[src/rtl/cpu_pkg.sv]
// Shared types and constants for the data-processing sequencer:
// FSM state encoding, ARM condition codes, DP opcodes and shifter encodings.
package cpu_pkg;

  typedef enum logic [2:0] {
    StIdle   = 3'd0,
    StFetch  = 3'd1,
    StDecode = 3'd2,
    StExec   = 3'd3,
    StWb     = 3'd4
  } state_e;

  localparam logic [3:0] CondEq = 4'h0;
  localparam logic [3:0] CondNe = 4'h1;
  localparam logic [3:0] CondCs = 4'h2;
  localparam logic [3:0] CondCc = 4'h3;
  localparam logic [3:0] CondMi = 4'h4;
  localparam logic [3:0] CondPl = 4'h5;
  localparam logic [3:0] CondVs = 4'h6;
  localparam logic [3:0] CondVc = 4'h7;
  localparam logic [3:0] CondHi = 4'h8;
  localparam logic [3:0] CondLs = 4'h9;
  localparam logic [3:0] CondGe = 4'ha;
  localparam logic [3:0] CondLt = 4'hb;
  localparam logic [3:0] CondGt = 4'hc;
  localparam logic [3:0] CondLe = 4'hd;
  localparam logic [3:0] CondAl = 4'he;

  localparam logic [3:0] OpAnd = 4'b0000;
  localparam logic [3:0] OpEor = 4'b0001;
  localparam logic [3:0] OpSub = 4'b0010;
  localparam logic [3:0] OpRsb = 4'b0011;
  localparam logic [3:0] OpAdd = 4'b0100;
  localparam logic [3:0] OpAdc = 4'b0101;
  localparam logic [3:0] OpSbc = 4'b0110;
  localparam logic [3:0] OpRsc = 4'b0111;
  localparam logic [3:0] OpTst = 4'b1000;
  localparam logic [3:0] OpTeq = 4'b1001;
  localparam logic [3:0] OpCmp = 4'b1010;
  localparam logic [3:0] OpCmn = 4'b1011;
  localparam logic [3:0] OpOrr = 4'b1100;
  localparam logic [3:0] OpMov = 4'b1101;
  localparam logic [3:0] OpBic = 4'b1110;
  localparam logic [3:0] OpMvn = 4'b1111;

  localparam logic [2:0] ShLsl = 3'b000;
  localparam logic [2:0] ShLsr = 3'b010;
  localparam logic [2:0] ShAsr = 3'b100;
  localparam logic [2:0] ShRor = 3'b110;
  localparam logic [2:0] ShRrx = 3'b111;

  // Compare-class ops update flags only and never write a register.
  function automatic logic is_compare(logic [3:0] op);
    return op inside {OpTst, OpTeq, OpCmp, OpCmn};
  endfunction

endpackage

[src/rtl/dp_sequencer_if.sv]
// Control bundle between the sequencer (master) and the datapath/board (slave).
interface dp_sequencer_if;
  logic        run;
  logic [31:0] ir;
  logic        ir_valid;
  logic [3:0]  nzcv;
  logic        write_ir;
  logic        write_pc;
  logic [3:0]  r_addr_a;
  logic [3:0]  r_addr_b;
  logic [3:0]  r_addr_c;
  logic [3:0]  w_addr;
  logic        write_reg;
  logic        write_nzcv;
  logic [3:0]  alu_op;
  logic [2:0]  shift_op;
  logic [7:0]  shift_num;
  logic        shift_num_sel;
  logic        b_imm;
  logic [31:0] imm;
  logic        illegal;
  logic [2:0]  state;

  modport master (
    input  run, ir, ir_valid, nzcv,
    output write_ir, write_pc, r_addr_a, r_addr_b, r_addr_c, w_addr, write_reg, write_nzcv,
           alu_op, shift_op, shift_num, shift_num_sel, b_imm, imm, illegal, state
  );

  modport slave (
    output run, ir, ir_valid, nzcv,
    input  write_ir, write_pc, r_addr_a, r_addr_b, r_addr_c, w_addr, write_reg, write_nzcv,
           alu_op, shift_op, shift_num, shift_num_sel, b_imm, imm, illegal, state
  );
endinterface

[src/rtl/cond_check.sv]
// ARM condition evaluator: cond field against {N,Z,C,V}; 1111 never passes.
module cond_check
  import cpu_pkg::*;
(
  input  logic [3:0] cond_i,
  input  logic [3:0] nzcv_i,
  output logic       pass_o
);
  logic n, z, c, v;
  assign {n, z, c, v} = nzcv_i;

  // Full condition table.
  always_comb begin
    pass_o = 1'b0;
    unique case (cond_i)
      CondEq:  pass_o = z;
      CondNe:  pass_o = ~z;
      CondCs:  pass_o = c;
      CondCc:  pass_o = ~c;
      CondMi:  pass_o = n;
      CondPl:  pass_o = ~n;
      CondVs:  pass_o = v;
      CondVc:  pass_o = ~v;
      CondHi:  pass_o = c & ~z;
      CondLs:  pass_o = ~c | z;
      CondGe:  pass_o = (n == v);
      CondLt:  pass_o = (n != v);
      CondGt:  pass_o = ~z & (n == v);
      CondLe:  pass_o = z | (n != v);
      CondAl:  pass_o = 1'b1;
      default: pass_o = 1'b0;
    endcase
  end
endmodule

[src/rtl/dp_sequencer.sv]
// Multi-cycle control FSM for the data-processing datapath.
// Optional feature: define CTRL_SINGLE_STEP_EN to launch exactly one instruction per
// rising edge of run; otherwise run is level-sensitive and instructions run back-to-back.
module dp_sequencer
  import cpu_pkg::*;
(
  input  logic           clk,
  input  logic           rst,
  dp_sequencer_if.master bus_io
);
  state_e      state_q, state_d;
  logic        fetch_q, fetch_d;
  logic        write_reg_q, write_reg_d;
  logic        write_nzcv_q, write_nzcv_d;
  logic        illegal_q, illegal_d;
  logic        cond_pass, go, again, writes_rd, rd_is_pc;
  logic [31:0] ir;

  assign ir        = bus_io.ir;
  assign writes_rd = ~is_compare(ir[24:21]);
  assign rd_is_pc  = (ir[15:12] == 4'hf);

  cond_check u_cond_check (
    .cond_i (ir[31:28]),
    .nzcv_i (bus_io.nzcv),
    .pass_o (cond_pass)
  );

`ifdef CTRL_SINGLE_STEP_EN
  logic run_q;
  // Edge detect so a held run launches only one instruction.
  always_ff @(posedge clk) begin
    if (!rst) run_q <= 1'b0;
    else      run_q <= bus_io.run;
  end
  assign go    = bus_io.run & ~run_q;
  assign again = 1'b0;
`else
  assign go    = bus_io.run;
  assign again = bus_io.run;
`endif

  // Next state plus the strobes for the state being entered.
  always_comb begin
    state_d      = state_q;
    write_reg_d  = 1'b0;
    write_nzcv_d = 1'b0;
    illegal_d    = illegal_q;
    unique case (state_q)
      StIdle:  if (go) state_d = StFetch;
      StFetch: state_d = StDecode;
      StDecode: begin
        if (bus_io.ir_valid) begin
          if (!cond_pass) begin
            state_d = again ? StFetch : StIdle;
          end else if (ir[27:26] != 2'b00) begin
            illegal_d = 1'b1;
            state_d   = again ? StFetch : StIdle;
          end else begin
            state_d = StExec;
          end
        end
      end
      StExec: begin
        state_d      = StWb;
        write_reg_d  = writes_rd & ~rd_is_pc;
        write_nzcv_d = ~writes_rd | ir[20];
        if (writes_rd && rd_is_pc) illegal_d = 1'b1;
      end
      StWb:    state_d = again ? StFetch : StIdle;
      default: state_d = StIdle;
    endcase
    fetch_d = (state_d == StFetch);
  end

  // State and registered strobes; reset wins in every state.
  always_ff @(posedge clk) begin
    if (!rst) begin
      state_q      <= StIdle;
      fetch_q      <= 1'b0;
      write_reg_q  <= 1'b0;
      write_nzcv_q <= 1'b0;
      illegal_q    <= 1'b0;
    end else begin
      state_q      <= state_d;
      fetch_q      <= fetch_d;
      write_reg_q  <= write_reg_d;
      write_nzcv_q <= write_nzcv_d;
      illegal_q    <= illegal_d;
    end
  end

  // Field decode, driven only from DECODE through WB.
  always_comb begin
    bus_io.r_addr_a      = 4'h0;
    bus_io.r_addr_b      = 4'h0;
    bus_io.r_addr_c      = 4'h0;
    bus_io.w_addr        = 4'h0;
    bus_io.alu_op        = 4'h0;
    bus_io.shift_op      = ShLsl;
    bus_io.shift_num     = 8'h00;
    bus_io.shift_num_sel = 1'b0;
    bus_io.b_imm         = 1'b0;
    bus_io.imm           = 32'h0;
    if (state_q inside {StDecode, StExec, StWb}) begin
      bus_io.r_addr_a = ir[19:16];
      bus_io.r_addr_b = ir[3:0];
      bus_io.r_addr_c = ir[11:8];
      bus_io.w_addr   = ir[15:12];
      bus_io.alu_op   = ir[24:21];
      if (ir[25]) begin
        bus_io.b_imm     = 1'b1;
        bus_io.imm       = {24'h0, ir[7:0]};
        bus_io.shift_op  = ShRor;
        bus_io.shift_num = {3'b000, ir[11:8], 1'b0};
      end else begin
        unique case (ir[6:5])
          2'b00:   bus_io.shift_op = ShLsl;
          2'b01:   bus_io.shift_op = ShLsr;
          2'b10:   bus_io.shift_op = ShAsr;
          default: bus_io.shift_op = ShRor;
        endcase
        if (ir[4]) begin
          bus_io.shift_num_sel = 1'b1;
        end else begin
          bus_io.shift_num = {3'b000, ir[11:7]};
          // ROR by zero encodes rotate-right-extended.
          if (ir[6:5] == 2'b11 && ir[11:7] == 5'd0) bus_io.shift_op = ShRrx;
        end
      end
    end
  end

  assign bus_io.write_ir   = fetch_q;
  assign bus_io.write_pc   = fetch_q;
  assign bus_io.write_reg  = write_reg_q;
  assign bus_io.write_nzcv = write_nzcv_q;
  assign bus_io.illegal    = illegal_q;
  assign bus_io.state      = state_q;

endmodule

[src/flat_wrapper.sv]
// flat-port wrapper written by rule: the top's interface ports become plain ports
module dp_sequencer_flat import cpu_pkg::*;
  (clk, rst, bus_io_run, bus_io_ir, bus_io_ir_valid, bus_io_nzcv, bus_io_write_ir, bus_io_write_pc, bus_io_r_addr_a, bus_io_r_addr_b, bus_io_r_addr_c, bus_io_w_addr, bus_io_write_reg, bus_io_write_nzcv, bus_io_alu_op, bus_io_shift_op, bus_io_shift_num, bus_io_shift_num_sel, bus_io_b_imm, bus_io_imm, bus_io_illegal, bus_io_state);
  dp_sequencer_if bus_io_i ();
  input  logic clk;
  input  logic rst;
  input wire logic [$bits(bus_io_i.run)-1:0] bus_io_run;
  input wire logic [$bits(bus_io_i.ir)-1:0] bus_io_ir;
  input wire logic [$bits(bus_io_i.ir_valid)-1:0] bus_io_ir_valid;
  input wire logic [$bits(bus_io_i.nzcv)-1:0] bus_io_nzcv;
  output wire logic [$bits(bus_io_i.write_ir)-1:0] bus_io_write_ir;
  output wire logic [$bits(bus_io_i.write_pc)-1:0] bus_io_write_pc;
  output wire logic [$bits(bus_io_i.r_addr_a)-1:0] bus_io_r_addr_a;
  output wire logic [$bits(bus_io_i.r_addr_b)-1:0] bus_io_r_addr_b;
  output wire logic [$bits(bus_io_i.r_addr_c)-1:0] bus_io_r_addr_c;
  output wire logic [$bits(bus_io_i.w_addr)-1:0] bus_io_w_addr;
  output wire logic [$bits(bus_io_i.write_reg)-1:0] bus_io_write_reg;
  output wire logic [$bits(bus_io_i.write_nzcv)-1:0] bus_io_write_nzcv;
  output wire logic [$bits(bus_io_i.alu_op)-1:0] bus_io_alu_op;
  output wire logic [$bits(bus_io_i.shift_op)-1:0] bus_io_shift_op;
  output wire logic [$bits(bus_io_i.shift_num)-1:0] bus_io_shift_num;
  output wire logic [$bits(bus_io_i.shift_num_sel)-1:0] bus_io_shift_num_sel;
  output wire logic [$bits(bus_io_i.b_imm)-1:0] bus_io_b_imm;
  output wire logic [$bits(bus_io_i.imm)-1:0] bus_io_imm;
  output wire logic [$bits(bus_io_i.illegal)-1:0] bus_io_illegal;
  output wire logic [$bits(bus_io_i.state)-1:0] bus_io_state;
  assign bus_io_i.run = bus_io_run;
  assign bus_io_i.ir = bus_io_ir;
  assign bus_io_i.ir_valid = bus_io_ir_valid;
  assign bus_io_i.nzcv = bus_io_nzcv;
  assign bus_io_write_ir = bus_io_i.write_ir;
  assign bus_io_write_pc = bus_io_i.write_pc;
  assign bus_io_r_addr_a = bus_io_i.r_addr_a;
  assign bus_io_r_addr_b = bus_io_i.r_addr_b;
  assign bus_io_r_addr_c = bus_io_i.r_addr_c;
  assign bus_io_w_addr = bus_io_i.w_addr;
  assign bus_io_write_reg = bus_io_i.write_reg;
  assign bus_io_write_nzcv = bus_io_i.write_nzcv;
  assign bus_io_alu_op = bus_io_i.alu_op;
  assign bus_io_shift_op = bus_io_i.shift_op;
  assign bus_io_shift_num = bus_io_i.shift_num;
  assign bus_io_shift_num_sel = bus_io_i.shift_num_sel;
  assign bus_io_b_imm = bus_io_i.b_imm;
  assign bus_io_imm = bus_io_i.imm;
  assign bus_io_illegal = bus_io_i.illegal;
  assign bus_io_state = bus_io_i.state;
  dp_sequencer u_core (.clk(clk), .rst(rst), .bus_io(bus_io_i));
endmodule
[config.mk]
export PLATFORM = sky130hd
export DESIGN_NAME = dp_sequencer_flat
export DESIGN_NICKNAME = d
export VERILOG_FILES = /design/src/rtl/cpu_pkg.sv /design/src/rtl/dp_sequencer_if.sv /design/src/rtl/cond_check.sv /design/src/rtl/dp_sequencer.sv /design/src/flat_wrapper.sv
export SDC_FILE = /design/constraint.sdc
export NUM_CORES = 1
export LEC_CHECK = 0
export BUFFER_PORTS_ARGS = -buffer_cell sky130_fd_sc_hd__buf_4
export CAP_MARGIN = 20
export CORE_UTILIZATION = 37
export DETAILED_ROUTE_END_ITERATION = 10
export PLACE_DENSITY = 0.83
export SLEW_MARGIN = 10
export SYNTH_ARGS = -nofsm -noshare
export SYNTH_HDL_FRONTEND = slang
export SYNTH_SLANG_ARGS = --single-unit
[constraint.sdc]
create_clock -name clk -period 2.6 [get_ports clk]
set_input_delay 0.39 -clock clk [delete_from_list [all_inputs] [get_ports clk]]
set_output_delay 0.39 -clock clk [all_outputs]
set_load 0.05 [all_outputs]
# After elaboration in Yosys (flattened, before gate mapping)

Index checks and enable logic that the tools add are counted.

Bits in registers: 7
Word-level logic and storage cells: 94
Input bits: 40
Output and inout port bits: 73

Mux-type cells: 32
Equality and inequality tests: 33
Reduce and logical (&&, ||, !) cells: 12
Bitwise gates (word level): 12

Operator list:

| cell                 | count |
|---|---|
| $eq A4 B4 Y1 const B | 12 |
| $mux W32             | 1 |
| $mux W3              | 8 |
| $mux W8              | 3 |
| $mux W4              | 5 |
| $eq A4 B3 Y1 const B | 4 |
| $pmux W1 S15         | 1 |
| $pmux W3 S5          | 1 |
| $mux W1              | 10 |
| $pmux W3 S3          | 1 |
| $eq A4 B2 Y1 const B | 2 |
| $eq A3 B1 Y1 const B | 2 |
| $eq A3 B2 Y1 const B | 2 |
| $ne A2 B1 Y1 const B | 3 |
| $not A1 Y1           | 6 |
| $logic_not A5 Y1     | 1 |
| $mux W5              | 1 |
| $reduce_and A5 Y1    | 1 |
| $eq A2 B2 Y1 const B | 2 |
| $eq A4 B1 Y1 const B | 1 |
| $logic_not A4 Y1     | 1 |
| $reduce_bool A2 Y1   | 2 |
| $reduce_bool A4 Y1   | 1 |
| $and A1 B1 Y1        | 3 |
| other kinds (12)     | 15 |

# Depth between registers and ports, before layout

Gate-level depths: netlist of run 1.

Word-level depth: 7
Gate-level depth with buffers: 6
Mapped depth without buffers: 5

# Cells and area by module

Synthesis of run 1 repeated with hierarchy kept, for this count alone.

Cell total of the unflattened synthesis: 141
Area, all modules: 1,051.0 um^2

Modules (own cells, without submodules):

| module       | instances | area each (um^2) | seq. area each (um^2) | cells each |
|---|---|---|---|---|
| dp_sequencer | 1         | 857.1            | 140.1                 | 113 |
| cond_check   | 1         | 193.9            | 0.0                   | 28 |

# Least setup slack after synthesis of run 1

No wires, ideal clock.

Kind: register to output
From: reg u_core.state_q[1], in the netlist u_core.bus_io.state[1]
To: out bus_io_shift_num[0]
Cell stages (with the launch flop): 4
Setup slack: -0.578 ns
Path buffers: 0
Data required time: 2.210 ns
Data arrival time: 2.788 ns
Cells stage by stage: dfxtp_1 > nor2b_1 > a21oi_1 > nor4b_1

Word-level cells in the longest chain between the ends: 3
Elaborated cells between the ends (all ways): 5
Those cells by class: 3 x eq/ne; 1 x mux; 1 x reduce/logical

RTL lines:

| element                                      | line                | text |
|---|---|---|
| from (decl)                                  | dp_sequencer.sv:11  | `state_e state_q, state_d;` |
| from (signal assigned)                       | dp_sequencer.sv:79  | `state_q <= StIdle;` |
| from (signal assigned)                       | dp_sequencer.sv:85  | `state_q <= state_d;` |
| $eq A3 B2 Y1 or $eq A3 B3 Y1 (tied branches) | dp_sequencer.sv:105 | `if (state_q inside {StDecode, StExec, StWb}) begin` |
| $reduce_bool A3 Y1 *                         | dp_sequencer.sv:105 |  |
| $mux W8 *                                    | dp_sequencer.sv:105 |  |
| to (decl)                                    | flat_wrapper.sv:21  | `output wire logic [$bits(bus_io_i.shift_num)-1:0] bus_io_shift_num;` |

Mark *: on every way between the ends. The rest lies on a longest branch, timed or not.

# Worst setup path in the final report of run 1

From: reg u_core.state_q[1], in the netlist u_core.bus_io.state[1]
To: out bus_io_imm[0]

Word-level cells in the longest chain between the ends: 3
Elaborated cells between the ends (all ways): 5
Those cells by class: 3 x eq/ne; 1 x mux; 1 x reduce/logical

RTL lines:

| element                                      | line                | text |
|---|---|---|
| $eq A3 B2 Y1 or $eq A3 B3 Y1 (tied branches) | dp_sequencer.sv:105 |  |
| $reduce_bool A3 Y1 *                         | dp_sequencer.sv:105 |  |
| $mux W32 *                                   | dp_sequencer.sv:105 |  |
| to (decl)                                    | flat_wrapper.sv:24  | `output wire logic [$bits(bus_io_i.imm)-1:0] bus_io_imm;` |

Marks and branches as above.

==> out/results.tsv, run 1 <==
metric	value	unit
run status	complete, no violations	
CTS max path bufs	2	
TritonCTS clock tree	built	
chip width	54.5	um
Synth Area in Compound Gates	0.155	
Post-Synth Simple-Gate Area	0.409	
Hold Crit Class	input pin to flip-flop	
Crit Path Class	flip-flop to output pin	
cell area after synthesis	0.00102	mm^2
Max Transition Viols Final	0	
hold_buf cts	0	
Required @ worst endpoint	2.21	ns
XOR/XNOR Fraction of Synth Area	0.0172	
Largest register FFs	3	
gpl congestion	0.796	
Async S/R FF share, synth	0	
pin count of the biggest net entering global routing	23	
largest fanout on the critical path	22	
P_leak	0.912	nW
Post-CTS Repair Setup Buffers	0	
vias in the first global route	883	
layout cells sized above 1	0.420	
# setup viols final	0	
initial DRC count	24	
syn_area_per_cell	7.13	um^2
most frequent cells in the layout	buf_4 (86), conb_1 (27), and2_1 (21)	
Area contributors post-synth	buf_4 (21%), dfxtp_1 (14%), and2_1 (13%)	
leading area contributor after synthesis	buf_4	
main combinational cell family by area after synthesis	simple AND/OR/NAND/NOR gates	
RSZ-0062 raised after global routing	no	
post-synth top area share	0.213	
fmax	438	MHz
Wirelength per Cell	10.6	um
crit start category	flip-flop	
period utilization	0.878	
crit path time final	2.28	ns
CTS clk-pin slew, worst paths	0.06	ns
first-pass GRT wire length	3590	um
Worst-Skew Late Latency	0.25	ns
GR Overflow Total	0	
die height	54.5	um
CTS sink count	7	
top_reg_cell synth	dfxtp_1	
ANT nets after route	0	
Port Buffers	85	
vias per cell	4.66	
Netlist cell types	38	
n_diodes	0	
Final TNS setup	0	ns
yosys warns	0	
Post-synth EDFFs	0	
Area Growth Syn to Fin	56.0	%
post-synthesis adder-cell area fraction	0	
most common cell after layout, fill and taps aside	buf_4	
critical path arrival	1.89	ns
core area	0.00254	mm^2
row cnt	18	
Setup Skew	0.00492	ns
power per cell area	336	mW/mm^2
Max VDD drop	384	uV
initial antenna violation count	0	
root buf cell	clkbuf_4	
post-cts sizing count	0	
Max Cap Violations	0	
Fin. Hold Viols	0	
Residual DRC	0	
routed via count	1183	
Initial Util	0.401	
DIE AREA	0.00297	mm^2
Synth Register Bits	7	
multiplexer share of the synthesized area	0.0196	
Syn Inst Count	143	
GRT Util Overall	0.160	
CP Capture Type	output pin	
Routed WL	2690	um
TritonCTS Buffers	3	
post-detail-place hpwl	2230	um
H-tree depth	1	
total power	0.534	mW
sequential area share after synthesis	0.137	
final net count	265	
first-pass iteration count of the detailed router	4	
# IOs	113	
[logic make-up (layout without fill, tap and decap cells)]
logic type / Yosys count / count (layout)
muxes: 2 / 2
xor gates and xnor gates: 2 / 2
buffers and inverters: 39 / 94
other: 1 / 27
DFF: 7 / 7
and+or+nand+nor: 71 / 71
AOI/OAI and AO/OA: 21 / 21
[worst max-delay path, stage by stage, from the launching register on]
cell	delay (ns)
dfxtp_1	0.43
nor2b_1	0.30
a21o_1	0.27
buf_4	0.25
and3_1	0.19
buf_4	0.20
[cell type report]
| class | instances | area [um^2] |
|---|---|---|
| multi-input combinational | 123 | 726 |
| timing repair buffer | 86 | 646 |
| inverter | 4 | 15.0 |
| tap | 30 | 37.5 |
| clock buffer | 4 | 26.3 |
| fill | 249 | 955 |
| sequential | 7 | 140 |
[metrics by stage]
step	hold slack [ns]	area [um^2]	std cells	util	worst slack, ns
4_1_cts	0.340	1590	254	0.625	0.286
3_3_place_gp	0.491	1560	250	0.615	0.644
6_report	0.345	1590	254	0.625	0.317
3_5_place_dp	0.512	1560	250	0.615	0.546
2_1_floorplan	0.511	1130	169	-	0.0988
5_1_grt	0.379	1590	254	0.625	0.157
[final timing paths]
kind | start | to | slack [ns] | cells after the start
setup / recovery | u_core.bus_io.state[1]$_SDFF_PN0_ | bus_io_imm[0] | 0.32 | 5
hold / removal | bus_io_ir[20] | u_core.bus_io.write_nzcv$_SDFF_PN0_ | 0.35 | 3
setup reg to reg | u_core.bus_io.state[0]$_SDFF_PN0_ | u_core.bus_io.state[1]$_SDFF_PN0_ | 1.26 | 4
hold reg to reg | u_core.bus_io.illegal$_SDFFE_PN0P_ | u_core.bus_io.illegal$_SDFFE_PN0P_ | 0.52 | 2
[cell usage after synthesis, types with 2 or more instances]
cell and count:
a21o_1 2, a21oi_1 6, a311oi_1 2, and2_1 21
and2_2 2, and3_1 13, buf_4 29, clkbuf_1 4
dfxtp_1 7, inv_1 4, mux2i_1 2, nand2_1 5
nand2b_1 3, nand3_1 2, nor2_1 11, nor2b_1 4
nor3_1 2, nor3b_1 3, o21ai_0 2
[layer usage]
metal | GRT usage | part of all wire | vias to the layer above
met3 | 0.0417 | 0.087 | 0
met5 | 0 | 0 | -
met4 | 0 | 0 | 0
met2 | 0.313 | 0.53 | 64
li1 | - | - | 597
met1 | 0.181 | 0.38 | 522
[report_power, final]
part | leakage [nW] | switching [mW] | internal, mW
clock | 0.0150 | 0.0424 | 0.0587
combinational | 0.840 | 0.222 | 0.0947
sequential | 0.0568 | 0.00479 | 0.111
Note: power is estimated with default switching activity, not from simulation.
==> run 2, diff against run 1 <==
Settings changed: PLACE_DENSITY 0.83 to 0.86.
==> run 2 against run 1 <==
Sequential share of layout area unchanged. Non-clock buffer count is the same. Final cell count stayed put. Sequential power about the same. Cell area stayed put. Wire length is 2.0% higher. Register-to-register slack worse by 0.02 ns. Hold slack better by 0.034 ns. Total power barely moved. Largest cell class unchanged.
==> out/results.tsv, run 2 (synthesis gave the netlist of run 1 again) <==
metric	value	unit
Wirelength per Cell	10.8	um
P_leak	0.912	nW
routed via count	1204	
fmax	463	MHz
Crit Path Class	flip-flop to output pin	
post-cts sizing count	0	
initial DRC count	12	
Initial Util	0.401	
most frequent cells in the layout	buf_4 (86), conb_1 (27), and2_1 (21)	
Port Buffers	85	
Hold Crit Class	input pin to flip-flop	
Post-CTS Repair Setup Buffers	0	
run status	complete, no violations	
crit start category	flip-flop	
GRT Util Overall	0.183	
Fin. Hold Viols	0	
root buf cell	clkbuf_4	
layout cells sized above 1	0.420	
Final TNS setup	0	ns
die height	54.5	um
GR Overflow Total	0	
Largest register FFs	3	
CP Capture Type	output pin	
Final Util	0.625	
first-pass iteration count of the detailed router	4	
# setup viols final	0	
chip width	54.5	um
row cnt	18	
core area	0.00254	mm^2
initial antenna violation count	0	
pin count of the biggest net entering global routing	34	
ANT nets after route	0	
power per cell area	336	mW/mm^2
Worst-Skew Late Latency	0.25	ns
vias per cell	4.74	
Area Growth Syn to Fin	56.0	%
first-pass GRT wire length	4020	um
CTS max path bufs	2	
period utilization	0.830	
most common cell after layout, fill and taps aside	buf_4	
Max Cap Violations	0	
vias in the first global route	957	
final cell count without fillers	254	
TritonCTS Buffers	3	
Max Transition Viols Final	0	
post-detail-place hpwl	2240	um
# IOs	113	
largest fanout on the critical path	33	
Max VDD drop	259	uV
DIE AREA	0.00297	mm^2
Routed WL	2740	um
crit path time final	2.16	ns
CTS clk-pin slew, worst paths	0.06	ns
Required @ worst endpoint	2.21	ns
gpl congestion	0.787	
Register-to-Register Path Depth	4	
Residual DRC	0	
RSZ-0062 raised after global routing	no	
n_diodes	0	
number of cells on the worst hold path	3	
CTS sink count	7	
critical path arrival	1.77	ns
H-tree depth	1	
hold_buf cts	0	
final net count	265	
TritonCTS clock tree	built	
Setup Skew	0.000355	ns
dpl cells	250	
## run 2: cell counts in the layout (fill, tap and decap cells not counted)
No cell type changed its count.
## run 2: report_power, final
group	switching, mW	leakage (nW)	internal (mW)
Clock	0.0427	0.0150	0.0587
Combinational	0.222	0.840	0.0946
Sequential	0.00511	0.0568	0.111
Total	0.270	0.912	0.265
## run 2: worst max-delay path, cell delays in order (launching register included)
cell	delay (ns)
dfxtp_1	0.44
nor2b_1	0.33
a21o_1	0.12
buf_4	0.23
and3_1	0.19
buf_4	0.19
## run 2: cell type report
cell class / instances / area (um^2)
clock buffers: 4 / 26.3
multi-input cells: 123 / 726
flip-flops and latches: 7 / 140
fillers: 251 / 955
repair buffers: 86 / 646
inverters: 4 / 15.0
well taps: 30 / 37.5
## run 2: final timing paths
kind / from / end / slack [ns]
worst max-delay path: u_core.bus_io.state[1]$_SDFF_PN0_ / bus_io_imm[3] / 0.44
worst min-delay path: bus_io_ir[20] / u_core.bus_io.write_nzcv$_SDFF_PN0_ / 0.38
worst max register to register: u_core.bus_io.state[0]$_SDFF_PN0_ / u_core.bus_io.state[1]$_SDFF_PN0_ / 1.24
worst min register to register: u_core.bus_io.illegal$_SDFFE_PN0P_ / u_core.bus_io.illegal$_SDFFE_PN0P_ / 0.53
## run 2: routing by layer
metal | track usage | up-vias | wire (um)
li1 | - | 601 | -
met3 | 0.0306 | 0 | 202
met1 | 0.205 | 546 | 1070
met2 | 0.348 | 57 | 1470
met5 | 0 | - | 0
met4 | 0.0513 | 0 | 0
## run 2: through the flow
stage          setup WS (ns)  area [um^2]  hold WS (ns)  total power, mW
2_1_floorplan         0.0988         1130         0.511            0.374
3_3_place_gp           0.792         1560         0.492            0.432
3_5_place_dp           0.724         1560         0.518            0.435
4_1_cts                0.444         1590         0.375            0.538
5_1_grt                0.305         1590         0.378            0.562
6_report               0.442         1590         0.379            0.534
==> run 3, diff against run 2 <==
Settings changed: ABC_AREA set to 1, CORE_UTILIZATION 37 to 32, PLACE_DENSITY 0.86 to 0.77.
Clock period 2.6 ns to 1.82 ns, I/O delays scaled along.
==> run 3 against run 2 <==
Sequential share of layout area shrank 1.1 points. Flip-flop and latch count is the same. Via count grew 16%. Cell area grew 24%. Non-clock buffer count grew 6. Setup slack lost 0.42 ns. Sequential power grew 42%. Critical path depth grew 2. Critical endpoint is now bus_io_imm[6]. Largest cell class unchanged. Largest power group unchanged.
==> out/results.tsv, run 3 <==
metric	value	unit
run status	complete, no violations	
Register-to-Register Path Depth	9	
leading area contributor after synthesis	buf_4	
most common cell after layout, fill and taps aside	buf_4	
most used cell, CP	nor2_4	
CP Capture Type	output pin	
Hold Startpoint	bus_io_ir[20]	
Fill cells	275	
synth cell count leaders	nor2_1 (41), inv_1 (38), nand2_1 (30)	
Netlist cell types	24	
critical path arrival	1.52	ns
post-layout instance area	0.00197	mm^2
Slowest-stage cell, CP	dfxtp_4	
period utilization	0.986	
R2R Path Start	u_core.bus_io.state[1]$_SDFF_PN0_	
pin count of the biggest net entering global routing	26	
CTS clk-pin slew, worst paths	0.05	ns
post-detail-place hpwl	2780	um
vias per cell	4.20	
Post-synth EDFFs	0	
row cnt	20	
dpl cells	325	
ANT nets after route	0	
Hold Crit Class	input pin to flip-flop	
vias in the first global route	1079	
initial DRC count	95	
largest fanout on the critical path	4	
chip width	60.0	um
sequential area share after synthesis	0.130	
GR Overflow Total	0	
post-synth top area share	0.195	
Worst Tran Pin Value	0.685	ns
power per cell area	453	mW/mm^2
syn_area_per_cell	5.41	um^2
Crit Path Class	flip-flop to output pin	
Syn Inst Count	199	
fmax	557	MHz
gpl congestion	0.846	
most frequent cells in the layout	buf_4 (86), inv_1 (36), nor2_1 (34)	
total power	0.894	mW
relative slew slack	0.542	
Worst R2R End	u_core.bus_io.write_ir$_SDFF_PN0_	
final net count	331	
Area Growth Syn to Fin	83.3	%
pre-CTS setup slack	0.180	ns
worst setup margin	0.0254	ns
first-pass GRT wire length	4550	um
crit path time final	1.79	ns
number of cells on the worst hold path	3	
TritonCTS clock tree	built	
most frequent cell after synthesis	nor2_1	
CP delay by family, top	buffers and inverters	
initial antenna violation count	0	
H-tree depth	1	
Required @ worst endpoint	1.55	ns
hold_ws	0.230	ns
TritonCTS Buffers	3	
Wirelength per Cell	10.3	um
Initial Util	0.344	
DIE AREA	0.00360	mm^2
RSZ-0062 raised after global routing	yes	
layout cells sized above 1	0.462	
CTS sink count	7	
Reg2Reg Setup Slack	0.34	ns
hold_buf cts	0	
Max Cap Violations	0	
Async S/R FF share, synth	0	
Bufs and invs on worst path	3	
core area	0.00313	mm^2
Largest register FFs	3	
Routed WL	3430	um
CP cell instances	inv_4 > nor2_4 > a21oi_4 > nor2_4 > clkinvlp_4 > nor2_4 > buf_8	
Fin. Hold Viols	0	
P_leak	1.11	nW
cell area after synthesis	0.00108	mm^2
Setup Skew	0.00129	ns
Final Util	0.631	
final cell count without fillers	334	
top_reg_cell synth	dfxtp_1	
Port Buffers	85	
yosys warns	0	
Max VDD drop	181	uV
GRT Util Overall	0.168	
hold path endpoint	u_core.bus_io.write_nzcv$_SDFF_PN0_	
CTS max path bufs	2	
Area contributors post-synth	buf_4 (20%), nor2_1 (14%), inv_1 (13%)	
Synth Register Bits	7	
first-pass iteration count of the detailed router	4	
routed via count	1402	
# IOs	113	
dpl cell area	0.00188	mm^2
crit start category	flip-flop	
Max Transition Viols Final	0	
die height	60.0	um
root buf cell	clkbuf_4	
Final TNS setup	0	ns
n_diodes	0	
Residual DRC	0	
# setup viols final	0	
Worst-Skew Late Latency	0.26	ns
CP max stage delay	0.38	ns
-- run 3: cell count changes after synthesis, moves of 10 or more --
cell	before	now
and2_1	21	1
nand2_1	5	30
nor3_1	2	12
and3_1	13	0
nor2_1	11	41
inv_1	4	38
-- run 3: power breakdown --
part,total (mW),internal [mW],switching [mW]
combinational,0.578,0.164,0.415
sequential,0.165,0.157,0.00761
clock,0.151,0.0843,0.0666
total,0.894,0.405,0.489
-- run 3: how the worst max path moves through the flow --
stage	start	end	cells past startpoint
2_1_floorplan	u_core.bus_io.state[1]$_SDFF_PN0_	bus_io_imm[4]	6
3_3_place_gp	bus_io_ir[4]	bus_io_shift_num[4]	5
3_5_place_dp	bus_io_ir[4]	bus_io_shift_num[4]	5
4_1_cts	u_core.bus_io.state[1]$_SDFF_PN0_	bus_io_imm[7]	7
5_1_grt	u_core.bus_io.state[1]$_SDFF_PN0_	bus_io_imm[6]	7
6_report	u_core.bus_io.state[1]$_SDFF_PN0_	bus_io_imm[6]	7
-- run 3: area by class of cell --
| type | count | area (um^2) | share of cell area |
|---|---|---|---|
| inverter | 43 | 168 | 0.0849 |
| clock buffer | 4 | 26.3 | 0.0133 |
| timing repair buffer | 92 | 729 | 0.369 |
| tap | 44 | 55.1 | 0.0279 |
| multi-input combinational | 144 | 845 | 0.428 |
| sequential | 7 | 151 | 0.0767 |
-- run 3: worst register-to-register path, stage by stage, from the launching register on --
cell     delay (ns)
dfxtp_4        0.38
inv_4          0.05
buf_4          0.13
nor3_1         0.17
inv_2          0.09
nor2_1         0.18
a21oi_1        0.08
nand2_1        0.08
nand2_1        0.06
and2_1         0.15
-- run 3: timing repair --
item,in CTS,in global routing
setup buffers,1,4
pin swaps,1,4
gates resized for setup,3,5
endpoints found under the setup margin,29,13
gates cloned,0,0
-- run 3: kinds of logic (layout without fill, tap and decap cells) --
| family | Yosys count | count (layout) | share of synthesized area |
|---|---|---|---|
| and+or+nand+nor | 106 | 106 | 0.447 |
| other | 1 | 27 | 0.00348 |
| AOI/OAI and AO/OA | 11 | 11 | 0.0604 |
| buffers and inverters | 74 | 139 | 0.359 |
| DFF | 7 | 7 | 0.130 |
-- run 3: layer usage --
layer | GRT usage | up-vias | part of all wire
li1 | - | 729 | -
met1 | 0.195 | 607 | 0.37
met2 | 0.305 | 60 | 0.57
met3 | 0.0195 | 6 | 0.047
met4 | 0.0797 | 0 | 0.013
met5 | 0 | - | 0
